===== src/rtl/fll_cfg_pkg.sv =====
// fll_cfg_pkg: shared constants for the FLL configuration responder.
// Register addresses, reset values, field positions and the handshake FSM states.
package fll_cfg_pkg;

   // Register addresses
   localparam logic [1:0] ADDR_STATUS = 2'd0;
   localparam logic [1:0] ADDR_CFG1   = 2'd1;
   localparam logic [1:0] ADDR_CFG2   = 2'd2;
   localparam logic [1:0] ADDR_INTEG  = 2'd3;

   // Reset contents
   localparam logic [31:0] CFG1_RST   = 32'h0401_05F5;
   localparam logic [31:0] CFG2_RST   = 32'h0010_0107;
   // CFG2[15:12] is reserved: never stored, always reads 0
   localparam logic [31:0] CFG2_WMASK = 32'hFFFF_0FFF;

   // CFG1 fields
   localparam int MULT_LSB      = 0;
   localparam int MULT_W        = 16;
   localparam int DCO_LSB       = 16;
   localparam int DCO_W         = 10;
   localparam int DIV_LSB       = 26;
   localparam int DIV_W         = 4;
   localparam int OPEN_LOOP_BIT = 30;
   localparam int MODE_BIT      = 31;

   // CFG2 fields
   localparam int GAIN_LSB      = 0;
   localparam int GAIN_W        = 4;
   localparam int TOL_LSB       = 4;
   localparam int TOL_W         = 8;
   localparam int STABLE_LSB    = 16;

   // STATUS fields
   localparam int STAT_MEAS_W   = 16;
   localparam int STAT_LOCK_BIT = 16;

   // Handshake FSM
   typedef enum logic [1:0] {
      ST_IDLE   = 2'd0,
      ST_ACCESS = 2'd1,
      ST_ACK    = 2'd2
   } state_e;

endpackage


===== src/rtl/fll_cfg_responder_lock_detect.sv =====
// fll_lock_detect: declares lock after STABLE consecutive in-tolerance period
// measurements; any out-of-tolerance measurement, open-loop mode or a clear
// request drops lock and restarts the count.
module fll_lock_detect
   import fll_cfg_pkg::*;
#(
   parameter int STABLE_W = 16
) (
   input  logic                HCLK,
   input  logic                HRESET,
   input  logic                meas_valid_i,
   input  logic [15:0]         meas_cnt_i,
   input  logic [15:0]         mult_i,
   input  logic [TOL_W-1:0]    tol_i,
   input  logic [STABLE_W-1:0] stable_i,
   input  logic                open_loop_i,
   input  logic                clear_i,
   output logic                lock_o
);

   logic [STABLE_W-1:0] cnt_q, cnt_d;
   logic                lock_q, lock_d;
   logic [16:0]         diff;
   logic [STABLE_W:0]   cnt_inc;
   logic [STABLE_W:0]   stable_eff;

   // Next counter/lock: clear and open-loop dominate, then measurement update
   always_comb begin
      cnt_d      = cnt_q;
      lock_d     = lock_q;
      cnt_inc    = {1'b0, cnt_q} + {{STABLE_W{1'b0}}, 1'b1};
      // A programmed STABLE of zero is treated as one
      stable_eff = (stable_i == '0) ? {{STABLE_W{1'b0}}, 1'b1} : {1'b0, stable_i};
      if (meas_cnt_i >= mult_i)
         diff = {1'b0, meas_cnt_i} - {1'b0, mult_i};
      else
         diff = {1'b0, mult_i} - {1'b0, meas_cnt_i};

      if (clear_i || open_loop_i) begin
         cnt_d  = '0;
         lock_d = 1'b0;
      end else if (meas_valid_i) begin
         if (diff <= {{(17-TOL_W){1'b0}}, tol_i}) begin
            // Saturate instead of wrapping so a long lock is never lost
            cnt_d  = cnt_inc[STABLE_W] ? cnt_q : cnt_inc[STABLE_W-1:0];
            lock_d = lock_q | (cnt_inc >= stable_eff);
         end else begin
            cnt_d  = '0;
            lock_d = 1'b0;
         end
      end
   end

   // Counter and lock state registers
   always_ff @(posedge HCLK) begin
      if (HRESET) begin
         cnt_q  <= '0;
         lock_q <= 1'b0;
      end else begin
         cnt_q  <= cnt_d;
         lock_q <= lock_d;
      end
   end

   assign lock_o = lock_q;

endmodule


===== src/rtl/fll_cfg_responder.sv =====
// fll_cfg_responder: FLL-side end of the 4-phase req/ack config channel.
// Build option: define FLL_CFG_REQ_SYNC_EN to add a two-flop synchronizer on
// req_i (requester in another clock domain); otherwise req_i is used directly.
module fll_cfg_responder
   import fll_cfg_pkg::*;
#(
   parameter int STABLE_W = 16,
   parameter int INTEG_W  = 26
) (
   input  logic               HCLK,
   input  logic               HRESET,
   input  logic               req_i,
   input  logic               wrn_i,
   input  logic [1:0]         add_i,
   input  logic [31:0]        data_i,
   output logic               ack_o,
   output logic [31:0]        r_data_o,
   output logic               lock_o,
   input  logic               meas_valid_i,
   input  logic [15:0]        meas_cnt_i,
   output logic [31:0]        cfg1_o,
   output logic [31:0]        cfg2_o,
   output logic [INTEG_W-1:0] integ_o,
   output logic               integ_load_o
);

   logic req_s;

`ifdef FLL_CFG_REQ_SYNC_EN
   logic sync1_q, sync2_q;

   // Two-flop synchronizer for the asynchronous request level
   always_ff @(posedge HCLK) begin
      if (HRESET) begin
         sync1_q <= 1'b0;
         sync2_q <= 1'b0;
      end else begin
         sync1_q <= req_i;
         sync2_q <= sync1_q;
      end
   end

   assign req_s = sync2_q;
`else
   assign req_s = req_i;
`endif

   state_e             state_q, state_d;
   logic               ack_q, ack_d;
   logic [31:0]        r_data_q, r_data_d;
   logic               integ_load_q, integ_load_d;
   logic [31:0]        cfg1_q, cfg1_d;
   logic [31:0]        cfg2_q, cfg2_d;
   logic [INTEG_W-1:0] integ_q, integ_d;
   logic [15:0]        meas_last_q, meas_last_d;
   logic [31:0]        rd_mux;
   logic [31:0]        integ_ext;
   logic               cfg_clear;
   logic               lock;

   // Read mux over the register values as they stand before this cycle's write
   always_comb begin
      integ_ext                = '0;
      integ_ext[INTEG_W-1:0]   = integ_q;
      rd_mux                   = '0;
      case (add_i)
         ADDR_STATUS: begin
            rd_mux[STAT_MEAS_W-1:0] = meas_last_q;
            rd_mux[STAT_LOCK_BIT]   = lock;
         end
         ADDR_CFG1:   rd_mux = cfg1_q;
         ADDR_CFG2:   rd_mux = cfg2_q;
         default:     rd_mux = integ_ext;
      endcase
   end

   // Handshake FSM and register-file next-state logic
   always_comb begin
      state_d      = state_q;
      r_data_d     = r_data_q;
      cfg1_d       = cfg1_q;
      cfg2_d       = cfg2_q;
      integ_d      = integ_q;
      integ_load_d = 1'b0;
      cfg_clear    = 1'b0;
      meas_last_d  = meas_valid_i ? meas_cnt_i : meas_last_q;

      case (state_q)
         ST_IDLE: begin
            if (req_s)
               state_d = ST_ACCESS;
         end
         ST_ACCESS: begin
            state_d = ST_ACK;
            if (wrn_i) begin
               r_data_d = rd_mux;
            end else begin
               case (add_i)
                  ADDR_CFG1: begin
                     cfg1_d    = data_i;
                     cfg_clear = 1'b1;
                  end
                  ADDR_CFG2: begin
                     cfg2_d    = data_i & CFG2_WMASK;
                     cfg_clear = 1'b1;
                  end
                  ADDR_INTEG: begin
                     integ_d      = data_i[INTEG_W-1:0];
                     integ_load_d = 1'b1;
                  end
                  default: ; // STATUS is read-only; the write is just acked
               endcase
            end
         end
         ST_ACK: begin
            if (!req_s)
               state_d = ST_IDLE;
         end
         default: state_d = ST_IDLE;
      endcase

      ack_d = (state_d == ST_ACK);
   end

   // FSM, handshake outputs and register file
   always_ff @(posedge HCLK) begin
      if (HRESET) begin
         state_q      <= ST_IDLE;
         ack_q        <= 1'b0;
         r_data_q     <= '0;
         integ_load_q <= 1'b0;
         cfg1_q       <= CFG1_RST;
         cfg2_q       <= CFG2_RST;
         integ_q      <= '0;
         meas_last_q  <= '0;
      end else begin
         state_q      <= state_d;
         ack_q        <= ack_d;
         r_data_q     <= r_data_d;
         integ_load_q <= integ_load_d;
         cfg1_q       <= cfg1_d;
         cfg2_q       <= cfg2_d;
         integ_q      <= integ_d;
         meas_last_q  <= meas_last_d;
      end
   end

   fll_lock_detect #(
      .STABLE_W (STABLE_W)
   ) u_lock_detect (
      .HCLK         (HCLK),
      .HRESET       (HRESET),
      .meas_valid_i (meas_valid_i),
      .meas_cnt_i   (meas_cnt_i),
      .mult_i       (cfg1_q[MULT_LSB +: MULT_W]),
      .tol_i        (cfg2_q[TOL_LSB +: TOL_W]),
      .stable_i     (cfg2_q[STABLE_LSB +: STABLE_W]),
      .open_loop_i  (cfg1_q[OPEN_LOOP_BIT]),
      .clear_i      (cfg_clear),
      .lock_o       (lock)
   );

   assign ack_o        = ack_q;
   assign r_data_o     = r_data_q;
   assign lock_o       = lock;
   assign cfg1_o       = cfg1_q;
   assign cfg2_o       = cfg2_q;
   assign integ_o      = integ_q;
   assign integ_load_o = integ_load_q;

endmodule


===== config.mk =====
export PLATFORM = sky130hd
export DESIGN_NAME = fll_cfg_responder
export DESIGN_NICKNAME = d
export VERILOG_FILES = /design/src/rtl/fll_cfg_pkg.sv /design/src/rtl/fll_cfg_responder_lock_detect.sv /design/src/rtl/fll_cfg_responder.sv
export SDC_FILE = /design/constraint.sdc
export NUM_CORES = 1
export LEC_CHECK = 0
export ABC_AREA = 0
export BUFFER_PORTS_ARGS = -buffer_cell sky130_fd_sc_hd__buf_4
export CORE_MARGIN = 10
export CORE_UTILIZATION = 25
export DETAILED_ROUTE_END_ITERATION = 8
export HOLD_SLACK_MARGIN = 0.06
export PLACE_DENSITY = 0.53
export RECOVER_POWER = 50
export SETUP_SLACK_MARGIN = 0.2
export SYNTH_ARGS = -nofsm -noshare
export SYNTH_HDL_FRONTEND = slang
export SYNTH_HIERARCHICAL = 1
export SYNTH_SLANG_ARGS = --single-unit

===== constraint.sdc =====
create_clock -name HCLK -period 6.32 [get_ports HCLK]
set_input_delay 0.316 -clock HCLK [delete_from_list [all_inputs] [get_ports HCLK]]
set_output_delay 0.316 -clock HCLK [all_outputs]
set_load 0.01 [all_outputs]

# Word-level counts from Yosys, hierarchy flattened

Index checks and enable logic that the tools add are counted.

Add/subtract/negate cells: 3
Order comparisons: 3
Eq/ne operators: 7
Mux-type cells: 14
Bitwise logic cells: 3
Reductions and logical operators: 12

Operators with widths:

| operator                                            | count |
|---|---|
| case mux 17 bit (3 select lines)                    | 1 |
| two-way mux 16 bit                                  | 3 |
| case mux 15 bit (3 select lines)                    | 1 |
| subtractor 16 x 16 -> 17 bit                        | 2 |
| adder 16 x 1 -> 17 bit, second input constant       | 1 |
| greater-or-equal comparator 17 bit                  | 1 |
| less-or-equal comparator 17 x 8 -> 1 bit            | 1 |
| two-way mux 17 bit                                  | 1 |
| greater-or-equal comparator 16 bit                  | 1 |
| zero test 16 bit                                    | 1 |
| AND reduction 3 bit                                 | 3 |
| equality test 2 bit, second input constant          | 4 |
| case mux 2 bit (3 select lines)                     | 1 |
| two-way mux 1 bit                                   | 5 |
| equality test 2 x 1 -> 1 bit, second input constant | 2 |
| zero test 2 bit                                     | 2 |
| two-way mux 2 bit                                   | 2 |
| AND reduction 2 bit                                 | 2 |
| OR reduction 2 bit                                  | 2 |
| OR reduction 3 bit                                  | 1 |
| inequality test 2 bit, second input constant        | 1 |
| NOT 1 bit                                           | 2 |
| logical OR 1 bit                                    | 1 |
| OR 1 bit                                            | 1 |

Register bits: 155
Input port bits: 55
Output and inout port bits: 125

# Longest topological paths before layout

Word-level depth: 7
Mapped depth: 23
Gate-level depth less buffers: 20

# Cells and area by module

Netlist, hierarchy kept.

By module, submodules not included:

| module            | times used | cells each | area an instance (µm²) | sequential area each (µm²) |
|---|---|---|---|---|
| fll_cfg_responder | 1          | 640        | 5501.5                 | 2762.6 |
| fll_lock_detect   | 1          | 467        | 3368.2                 | 340.3 |

# Worst setup path after synthesis

OpenSTA, ideal clock, no wires.

Path kind: register to register
Start: register cfg1_q[10], in the netlist cfg1_o[10]
End: register u_lock_detect.cnt_q[13]
Setup time: 0.060 ns
Arrival time: 4.012 ns
Required time: 6.260 ns
Path slack: 2.248 ns
Stages on the path, launching flop included: 22
Path buffers: 2
Clock period less this slack: 4.072 ns
Path through: dfxtp_1 > ha_1 > buf_2 > a21oi_1 > o21ai_1 > a41oi_1 > o21a_1 > a21oi_1 > o41ai_1 > nand3_1 > a31oi_1 > o21ai_0 > xor2_1 > ha_1 > nand3_1 > o21bai_1 > a22oi_1 > a311oi_2 > nand4_2 > buf_4 > o22ai_4 > a22o_1

Longest elaborated chain between the ends: 5

Ends and longest elaborated chain:

| what                                                       | RTL line                            | RTL |
|---|---|---|
| from (decl)                                                | fll_cfg_responder.sv:52             | `logic [31:0] cfg1_q, cfg1_d;` |
| from (signal assigned)                                     | fll_cfg_responder.sv:141            | `cfg1_q <= cfg1_d;` |
| subtractor 16 x 16 -> 17 bit, or another cell as far along | fll_cfg_responder_lock_detect.sv:37 | `diff = {1'b0, mult_i} - {1'b0, meas_cnt_i};` |
| two-way mux 17 bit *                                       | fll_cfg_responder_lock_detect.sv:34 | `if (meas_cnt_i >= mult_i)` |
| less-or-equal comparator 17 x 8 -> 1 bit *                 | fll_cfg_responder_lock_detect.sv:43 | `if (diff <= {{(17-TOL_W){1'b0}}, tol_i}) begin` |
| inequality test 2 bit (no line)                            | --                                  |  |
| AND reduction 2 bit (no line)                              | --                                  |  |
| to (signal assigned)                                       | fll_cfg_responder_lock_detect.sv:60 | `cnt_q <= cnt_d;` |
| to (decl)                                                  | fll_cfg_responder_lock_detect.sv:21 | `logic [STABLE_W-1:0] cnt_q, cnt_d;` |

Mark *: on every way between the ends. The rest lies on a longest branch, timed or not.
A chain may end at the register's enable or synchronous reset.

# Final worst setup path

Start: register cfg1_q[10], in the netlist cfg1_o[10]
End: register u_lock_detect.cnt_q[9]

The elaborated chain is that of the path after synthesis.

==> impl_metrics.env <==
export IMPL_hp_start="data_i[1]"
export IMPL_cp_required_ns=6.70
export IMPL_place_gp_congestion=0.861
export IMPL_cts_tree="done"
export IMPL_diodes=0
export IMPL_hold_path_depth=3
export IMPL_vias=8461
export IMPL_dieHeight_um=208
export IMPL_cts_made_buffers=17
export IMPL_post_cts_resized=0
export IMPL_power_switching_mw=0.669
export IMPL_fin_crit_sh=0.804
export IMPL_cts_root_buffer="clkbuf_16"
export IMPL_reg2reg_to="u_lock_detect/cnt_q[9]"
export IMPL_critPathMaxStageDelay_ns=0.66
export IMPL_setup_worst_path_class="reg2reg"
export IMPL_synthFlopType="dfxtp_1"
export IMPL_reg2reg_from="cfg1_o[10]"
export IMPL_start_util=0.255
export IMPL_clkSinkCount=155
export IMPL_p_leak_nw=4.08
export IMPL_violations="capacitance limit, slew limit"
export IMPL_drt_iter0_markers=431
export IMPL_syn_to_final_growth_pct=19.3
export IMPL_seq_area_mm2=0.00310
export IMPL_dpl_hpwl_um=25400
export IMPL_holdBufCountCts=0
export IMPL_drive_gt1_frac=0.0914
export IMPL_multi_input_comb_area_mm2=0.00507
export IMPL_setup_ws_ns=1.24
export IMPL_layout_cells_non_filler=1702
export IMPL_synthTopCellsByArea="dfxtp_1, a21oi_1, ha_1"
export IMPL_cp_slowest_cell="nor2_1"
export IMPL_pwr_share_clk=0.457
export IMPL_synth_top_cell_area_share=0.350
export IMPL_ys_types=68
export IMPL_dp_slack_ns=1.16
export IMPL_syn_cell_area_mm2=0.00887
export IMPL_htree_levels=4
export IMPL_synth_largest_area_cell="dfxtp_1"
export IMPL_whs_endpoint="cfg2_o[1]"
export IMPL_max_cap_violations=1
export IMPL_fmax_ghz=0.197
export IMPL_maxSlewHeadroom=-0.372
export IMPL_finalWirelength_um=34800
export IMPL_critPathTopFamily="simple AND/OR/NAND/NOR gates"
export IMPL_path_buf_inv=0
export IMPL_seq_area_frac_synth=0.350
export IMPL_io_pins=180
export IMPL_cp_end_kind="flop"
export IMPL_switching_share=0.277
export IMPL_grt_pass1_wl_um=52200
export IMPL_path_max_fanout=12
export IMPL_report_final_slew_viol_count=26
export IMPL_grt_max_degree=80
export IMPL_clockBufferDepth=2
export IMPL_peakVddDrop_v=0.000188
export IMPL_avgSynthCellArea_um2=8.01
export IMPL_num_rows=68
export IMPL_comb_power_share=0.126
export IMPL_grt_remaining_overflow=0
export IMPL_drcViolationCount=0
export IMPL_yosysWarnings=6
export IMPL_status="finished with violations"
export IMPL_clk_latency_ns=0.44
export IMPL_final_hold_viol_count=0
export IMPL_setup_violations=0
export IMPL_nNetsFinal=1353
export IMPL_core_mm2=0.0348
export IMPL_ys_ff_latch=155
export IMPL_port_buffers=175
export IMPL_start_kind="flop"
export IMPL_ant_nets=0
export IMPL_die_area_mm2=0.0434
export IMPL_drt_vias_per_instance=4.97
export IMPL_finClkSkew_ns=0.0178
export IMPL_setup_tns_final_ns=0
export IMPL_nFillCells=3827
export IMPL_clk_pin_slew_ns=0.07
export IMPL_async_flop_share=0
export IMPL_postCtsSetupBuffers=0
export IMPL_hold_path_class="in2reg"
export IMPL_pwr_density_cell_mw_per_mm2=228
export IMPL_worst_pin_slew_ns=2.06
export IMPL_placed_cells=1670
export IMPL_internal_power_mw=1.75
export IMPL_path_depth=19
export IMPL_post_drt_wl_per_cell_um=20.4
export IMPL_dieWidth_um=208
export IMPL_finalCriticalPeriod_ns=5.08
export IMPL_firstDrtPassIters=4
export IMPL_worstRegToRegCells=19
export IMPL_rsz0062_at_grt="no"
export IMPL_first_global_vias=8311
export IMPL_rrSetupSlack_ns=1.24
export IMPL_synth_edff_count=0
export IMPL_cp_cell_sequence="ha_1 -> a21oi_1 -> o21ai_1 -> a41oi_1 -> o21ai_1 -> nor2_1 -> nand2_1 -> nand3_1 -> a31oi_1 -> o21ai_0 -> xor2_1 -> ha_1 -> nand3_1 -> o21bai_1 -> a22oi_1 -> a311oi_2 -> nand4_2 -> nor4_4 -> a22o_1"
export IMPL_track_usage=0.154
export IMPL_sequentialPowerShare=0.417
export IMPL_syn_instance_count=1107
export IMPL_antenna_found_initial=1
export IMPL_arrival_ns=5.46
-- power groups by stage --
stage,Sequential [mW],Clock (mW),Combinational (mW)
finish,1.01,1.10,0.304
detailed placement,1.03,0,0.311
global route,1.01,1.17,0.336
CTS,1.01,1.13,0.313
global placement,1.03,0,0.312
floorplan,1.03,0,0.192
-- cells by family after synthesis --
group | synth area share
and+or+nand+nor | 0.192
DFF | 0.350
buffers and inverters | 0.0815
AOI/OAI and AO/OA | 0.233
other | 0.000423
adders and majority gates | 0.0920
muxes | 0.0237
xor gates and xnor gates | 0.0276
-- cells in the final DEF, fill, tap and decap left out, types with 3 or more instances in the layout --
cell type | Yosys | layout
a211oi_1 | 8 | 8
a21o_1 | 19 | 19
a21oi_1 | 159 | 159
a221oi_1 | 13 | 13
a22o_1 | 34 | 34
a22oi_1 | 20 | 20
a31oi_1 | 3 | 3
and3_1 | 8 | 8
and4_1 | 3 | 3
and4bb_2 | 3 | 3
buf_4 | 11 | 65
bufinv_16 | 0 | 3
clkbuf_1 | 26 | 123
clkbuf_16 | 0 | 17
clkinv_4 | 0 | 3
conb_1 | 1 | 4
dfxtp_1 | 155 | 155
ha_1 | 62 | 61
inv_1 | 77 | 77
inv_6 | 0 | 3
mux2i_1 | 21 | 21
nand2_1 | 183 | 183
nand2b_1 | 8 | 8
nand3_1 | 20 | 20
nand4_1 | 6 | 6
nand4bb_1 | 3 | 3
nor2_1 | 55 | 55
nor2b_1 | 17 | 17
nor3_1 | 27 | 27
nor3_2 | 3 | 3
nor4_1 | 3 | 3
o21a_1 | 10 | 10
o21ai_0 | 18 | 18
o21ai_1 | 5 | 5
o2bb2ai_1 | 7 | 7
or3_1 | 7 | 7
xnor2_1 | 16 | 16
xor2_1 | 12 | 12
-- cells in the mapped netlist, drive strengths merged (3+ instances only) --
cell type and instances:
nand2 184, nor2 55, nand4bb 3, o21ai 23
o21a 10, a21o 19, nor2b 17, ha 62
nor3 30, xnor2 16, and4bb 4, a22oi 20
nand2b 8, a211oi 10, dfxtp 155, and4 3
a21oi 159, clkbuf 26, a31oi 4, nor4 4
o2bb2ai 7, mux2i 21, buf 55, or3 7
nand3 20, xor2 12, inv 77, a22o 34
and3 8, a221oi 14, nand4 7
-- final cells by class --
cell class,instances,share of cell area
clock buffers,20,0.0422
well taps,455,0.0538
repair buffers,186,0.0891
flip-flops and latches,155,0.293
inverters,77,0.0273
clock inverters,12,0.0154
multi-input cells,797,0.479
-- metrics by stage --
step | power [mW] | hold slack [ns] | utilization | area [um2]
CTS | 2.45 | 0.0946 | 0.317 | 11000
detailed placement | 1.34 | 0.450 | 0.300 | 10400
finish | 2.42 | 0.119 | 0.304 | 10600
global route | 2.51 | 0.105 | 0.304 | 10600
global placement | 1.34 | 0.451 | 0.300 | 10400
floorplan | 1.22 | 0.443 | - | 8880
-- per-layer routing --
metal / routed length, um / vias up / global-route usage
met5: 13 / - / 0
met4: 335 / 2 / 0.0316
met3: 2100 / 22 / 0.0422
met2: 16700 / 225 / 0.256
met1: 15600 / 4094 / 0.194
li1: - / 4118 / -
-- worst min-delay path: stages --
cell    delay (ns)
buf_4         0.09
nor3_1        0.04
nor2_1        0.07
-- registers in the layout (all words and copies together) (netlist names) --
register	cells
state_q	2
meas_last_q	16
integ_load_o	1
u_lock_detect/cnt_q	16
u_lock_detect/lock_o	1
cfg2_o	28
r_data_o	32
integ_o	26
cfg1_o	32
ack_o	1
-- worst max path at each step --
stage	slack (ns)	startpoint	end
floorplan	2.25	cfg1_o[10]	u_lock_detect/cnt_q[13]
global placement	1.28	meas_cnt_i[12]	u_lock_detect/cnt_q[7]
detailed placement	1.16	meas_cnt_i[12]	u_lock_detect/cnt_q[14]
CTS	1.25	cfg1_o[10]	u_lock_detect/cnt_q[9]
global route	0.69	cfg1_o[12]	u_lock_detect/cnt_q[3]
finish	1.24	cfg1_o[10]	u_lock_detect/cnt_q[9]
Power figures use the tool's default switching activity.
